`src/rtl/core_regfile_mp.sv`:
```
// core_regfile_mp: parametrised multi-port register file with a per-register
// busy scoreboard. Reads are registered (1-cycle latency). Same-cycle writes
// can optionally be forwarded to reads. Among ports writing one address, the
// highest-numbered port wins. A lock beats a same-cycle write on the busy bit.
module core_regfile_mp #(
  parameter int WIDTH   = 32,
  parameter int DEPTH   = 16,
  parameter int N_RD    = 4,
  parameter int N_WR    = 3,
  parameter int BYPASS  = 1,
  parameter int ZERO_R0 = 1,
  localparam int AW     = (DEPTH > 1) ? $clog2(DEPTH) : 1
) (
  input  logic                        clk,
  input  logic                        rst_n,
  input  logic [N_RD-1:0][AW-1:0]     rd_r,
  output logic [N_RD-1:0][WIDTH-1:0]  rd_value,
  output logic [N_RD-1:0]             rd_busy,
  input  logic [N_WR-1:0][AW-1:0]     wr_r,
  input  logic [N_WR-1:0]             wr_enable,
  input  logic [N_WR-1:0][WIDTH-1:0]  wr_value,
  input  logic                        lock_enable,
  input  logic [AW-1:0]               lock_r
);

  logic [WIDTH-1:0]             regs_r      [DEPTH];
  logic [WIDTH-1:0]             regs_next_s [DEPTH];
  logic [DEPTH-1:0]             busy_r;
  logic [DEPTH-1:0]             busy_next_s;
  logic [N_RD-1:0][WIDTH-1:0]   rd_value_next_s;
  logic [N_RD-1:0]              rd_busy_next_s;

  // An address is "live" when it names a real register that can hold state:
  // inside DEPTH and not the hardwired zero register.
  function automatic logic addr_live(input logic [AW-1:0] a);
    logic in_range;
    logic is_zero_reg;
    in_range    = (int'(a) < DEPTH);
    is_zero_reg = (ZERO_R0 != 0) && (a == {AW{1'b0}});
    return in_range && !is_zero_reg;
  endfunction

  // Next-state register contents and busy bits: writes in ascending port
  // order so the highest port wins, then the lock so it overrides a clear.
  always_comb begin
    regs_next_s = regs_r;
    busy_next_s = busy_r;
    for (int i = 0; i < N_WR; i++) begin
      if (wr_enable[i] && addr_live(wr_r[i])) begin
        regs_next_s[wr_r[i]] = wr_value[i];
        busy_next_s[wr_r[i]] = 1'b0;
      end else begin
        // idle port or dropped address: no update
      end
    end
    if (lock_enable && addr_live(lock_r)) begin
      busy_next_s[lock_r] = 1'b1;
    end else begin
      // no producer issued this cycle
    end
  end

  // Read-port data selection: forwarded next-state or current contents;
  // dead addresses (zero register, out of range) return zero and not busy.
  always_comb begin
    rd_value_next_s = {(N_RD*WIDTH){1'b0}};
    rd_busy_next_s  = {N_RD{1'b0}};
    for (int j = 0; j < N_RD; j++) begin
      if (addr_live(rd_r[j])) begin
        if (BYPASS != 0) begin
          rd_value_next_s[j] = regs_next_s[rd_r[j]];
          rd_busy_next_s[j]  = busy_next_s[rd_r[j]];
        end else begin
          rd_value_next_s[j] = regs_r[rd_r[j]];
          rd_busy_next_s[j]  = busy_r[rd_r[j]];
        end
      end else begin
        rd_value_next_s[j] = {WIDTH{1'b0}};
        rd_busy_next_s[j]  = 1'b0;
      end
    end
  end

  // State and registered outputs; reset discards all same-cycle activity.
  always_ff @(posedge clk) begin
    if (!rst_n) begin
      for (int k = 0; k < DEPTH; k++) begin
        regs_r[k] <= {WIDTH{1'b0}};
      end
      busy_r   <= {DEPTH{1'b0}};
      rd_value <= {(N_RD*WIDTH){1'b0}};
      rd_busy  <= {N_RD{1'b0}};
    end else begin
      regs_r   <= regs_next_s;
      busy_r   <= busy_next_s;
      rd_value <= rd_value_next_s;
      rd_busy  <= rd_busy_next_s;
    end
  end

endmodule
```
`config.mk`:
```
export PLATFORM = sky130hd
export DESIGN_NAME = core_regfile_mp
export DESIGN_NICKNAME = d
export VERILOG_FILES = /design/src/rtl/core_regfile_mp.sv
export SDC_FILE = /design/constraint.sdc
export NUM_CORES = 2
export LEC_CHECK = 0
export ABC_AREA = 0
export CAP_MARGIN = 20
export CELL_PAD_IN_SITES_DETAIL_PLACEMENT = 1
export CELL_PAD_IN_SITES_GLOBAL_PLACEMENT = 1
export CORE_AREA = 2 2 375 526
export DETAILED_ROUTE_END_ITERATION = 12
export DIE_AREA = 0 0 377 528
export PLACE_DENSITY_LB_ADDON = 0.1
export RECOVER_POWER = 50
export SKIP_LAST_GASP = 1
export SLEW_MARGIN = 20
export SYNTH_ARGS = -nofsm -noshare
export SYNTH_HDL_FRONTEND = slang
export SYNTH_SLANG_ARGS = --single-unit
```
`constraint.sdc`:
```
create_clock -name clk -period 3.7 [get_ports clk]
set_input_delay 0.925 -clock clk [delete_from_list [all_inputs] [get_ports clk]]
set_output_delay 0.925 -clock clk [all_outputs]
set_load 0.01 [all_outputs]
```
==> impl_metrics.tcl <==
set metrics [dict create \
    status "finished with violations" \
    violations "capacitance limit, slew limit, setup timing" \
    antenna_left 0 \
    synth_mux_area_share_pct 10.3 \
    timing.rr.end "rd_value[79]" \
    setup_viol 46 \
    grt_max_degree 145 \
    grt_usage_pct 55.3 \
    syn-instance-count 6232 \
    cp.required_ns 4.40 \
    end_kind "flip-flop" \
    grt_overflow 0 \
    yosysUniqueCellTypes 94 \
    seq_area_um2 13200 \
    rr_worst_depth 7 \
    final_core_util_pct 38.4 \
    rsz0062_at_grt "true" \
    layout_setup_ws_ns -0.261 \
    num_vias 74500 \
    crit_fanout 109 \
    grt_busiest_layer "met2" \
    wirelength_mm 569 \
    place_ws_ns -1.26 \
    crit_path_cell_trace "buf_8 -> clkbuf_1 -> clkbuf_4 -> buf_4 -> and2_1" \
    finalNetCount 8092 \
    synth-edff-count 0 \
    synth_top_area_share_pct 27.3 \
    clock_sink_count 659 \
    io_buffers 265 \
    fmax_mhz 252 \
    antenna_found_initial 112 \
    grt_pass1_vias 70600 \
    met1_usage_pct 60.7 \
    r2r_setup_slack_ns 1.10 \
    ys_seq_area_share_pct 27.3 \
    final_max_slew_viol_count 342 \
    min_path_type "reg2reg" \
    synth_compound_area_share_pct 35.6 \
    start_util_pct 24.9 \
    drc_errors 0 \
    hpwl_mm 425 \
    htree_levels 3 \
    wl_per_cell_um 53.3 \
    syn_nets 6366 \
    clock_latency_ns 0.81 \
    crit-reg2reg-launch "regs_r[175]" \
    area_delta_synth_final_pct 54.3 \
    die_w_um 377 \
    path_clk_slew_ns 0.07 \
    fp-row-count 192 \
    core-area_um2 195000 \
    synth_seq_cells 659 \
    cpPeakStageDelay_ns 1.38 \
    slew_headroom_pct -138 \
    yosys-top-cells-area "dfxtp_1, mux2i_1, a211oi_1" \
    numCtsBuffers 88 \
    cp_slowest_cell "clkbuf_4" \
    die_area_um2 199000 \
    max-vdd-ir-drop_mv 0.328 \
    async_flop_share_pct 0 \
    grt.met3_usage_pct 21.9 \
    place_congestion 1.08 \
    placed_cell_area_um2 71100 \
    post-place-cells 10400 \
    p_leak_uw 0.0313 \
    finalInstanceArea_um2 74700 \
    avgSynthCellArea_um2 7.76 \
    cap_violations 4 \
    ctsLongestPathBuffers 3 \
    cts_hold_buf 0 \
    synth_xor_area_share_pct 0 \
    drt-pass1-iter-count 9 \
    netlist_area_um2 48400 \
    min_period_ns 3.96 \
    critPathLaunch "rst_n" \
    cts-root-buf "clkbuf_16" \
    grt_pass1_wl_mm 726 \
    cp-start-kind "primary input" \
    path_class "in2reg" \
    worstPathArrival_ns 4.66 \
    fill_cells 22700 \
    total_power_uw 26200 \
    finalCritPeriodShare_pct 107 \
    synth_top_family_by_area "compound AO/OA/AOI/OAI gates" \
    first_iter_violations 12100 \
    grt_use_met2_pct 77.2 \
    synth_adder_area_share_pct 0 \
    worst_clock_skew_ns 0.0365 \
    fin_cells 10700 \
    finalHoldViolations 0 \
    yosys.area.top_type "dfxtp_1" \
    die_height_um 528 \
    crit_path_end "regs_r[139]" \
    drive_above_1_share_pct 31.5 \
    via_per_inst 6.98 \
    multiInputGateArea_um2 32700 \
    yosysWarnings 0 \
    synth-simple-area-share_pct 20.4 \
    io_pins 266 \
    synth_top_flop_cell "dfxtp_1" \
    cts_tree "yes" \
    power_density_nw_per_um2 351 \
    tightest_slew_ns 3.58 \
]
[kinds of logic after synthesis]
group | count (synthesis)
AO/OA/AOI/OAI | 2524
AND/OR/NAND/NOR | 1927
buffers and inverters | 725
flip-flops | 659
multiplexers | 397
[area by class of cell]
cell class | instances | share of cell area (%)
Multi-Input combinational cell | 4848 | 43.8
Timing Repair Buffer | 2344 | 29.8
Sequential cell | 659 | 17.7
Tap cell | 2522 | 4.23
Clock buffer | 124 | 3.33
Clock inverter | 37 | 0.695
Antenna cell | 121 | 0.406
Inverter | 17 | 0.102
[repair_timing]
action | 4_1_cts | 5_1_grt
gates cloned | 0 | 1
pin swaps | 2 | 5
gates resized for setup | 12 | 17
endpoints found under the setup margin | 13 | 17
setup buffers | 4 | 14
[how the worst min path moves through the flow]
| stage | start | end | slack, ns | depth (start not counted) |
|---|---|---|---|---|
| floorplan | regs_r[505] | regs_r[505] | 0.44 | 1 |
| global placement | regs_r[503] | regs_r[503] | 0.47 | 1 |
| detailed placement | regs_r[505] | regs_r[505] | 0.49 | 1 |
| CTS | regs_r[505] | regs_r[505] | 0.50 | 1 |
| global route | regs_r[505] | regs_r[505] | 0.51 | 1 |
| finish | regs_r[505] | regs_r[505] | 0.50 | 1 |
[sequential cells by signal, indices dropped and copies added (netlist names)]
signal,count
regs_r,511
rd_value,128
busy_r,16
rd_busy,4
[worst max-delay path, delay by kind of cell]
| family | cells | cell delay (ns) |
|---|---|---|
| buffers and inverters | 4 | 3.08 |
| and+or+nand+nor | 1 | 0.35 |
[synth_stat cells (all sizes together), types with 17 or more instances]
| cell | number |
|---|---|
| a2111oi | 18 |
| a211o | 20 |
| a211oi | 371 |
| a21o | 17 |
| a21oi | 472 |
| a221o | 20 |
| a221oi | 151 |
| a22o | 29 |
| a22oi | 164 |
| a2bb2oi | 207 |
| a31oi | 43 |
| and2 | 141 |
| and3 | 228 |
| buf | 216 |
| clkbuf | 492 |
| dfxtp | 659 |
| mux2 | 18 |
| mux2i | 299 |
| mux4 | 80 |
| nand2 | 418 |
| nand3 | 105 |
| nand4 | 24 |
| nor2 | 445 |
| nor2b | 435 |
| nor3 | 43 |
| o211ai | 75 |
| o21a | 17 |
| o21ai | 553 |
| o221ai | 39 |
| o22ai | 141 |
| o31a | 35 |
| o31ai | 41 |
| o32ai | 17 |
[routing by layer]
metal / vias to the layer above / wire length (um)
li1: 27200 / -
met1: 37400 / 198000
met2: 7124 / 227000
met3: 2768 / 67700
met4: 18 / 76100
met5: - / 125
[stage by stage]
stage | setup TNS (ns) | hold slack, ns
2_1_floorplan | 0 | 0.442
3_3_place_gp | -76.14 | 0.466
3_5_place_dp | -76.54 | 0.489
4_1_cts | -0.0497 | 0.501
5_1_grt | -0.267 | 0.509
6_report | -2.56 | 0.502
[power breakdown]
group	switching (uW)	total [uW]	leakage [uW]	internal [uW]
Combinational	5630	8820	0.0245	3190
Sequential	293	7730	0.00537	7430
Clock	4350	9690	0.00148	5340
Total	10300	26200	0.0313	16000
[placed cells by master (no fill, tap or decap), types with 243 or more instances in the layout]
cell type and count:
buf_4 1759, dfxtp_1 659, o21ai_0 509, a21oi_1 468, nor2b_1 433, nor2_1 386
nand2_1 382, a211oi_1 366, buf_12 317, mux2i_1 297, clkdlybuf4s50_1 243
Note: power is estimated with default switching activity, not from simulation.
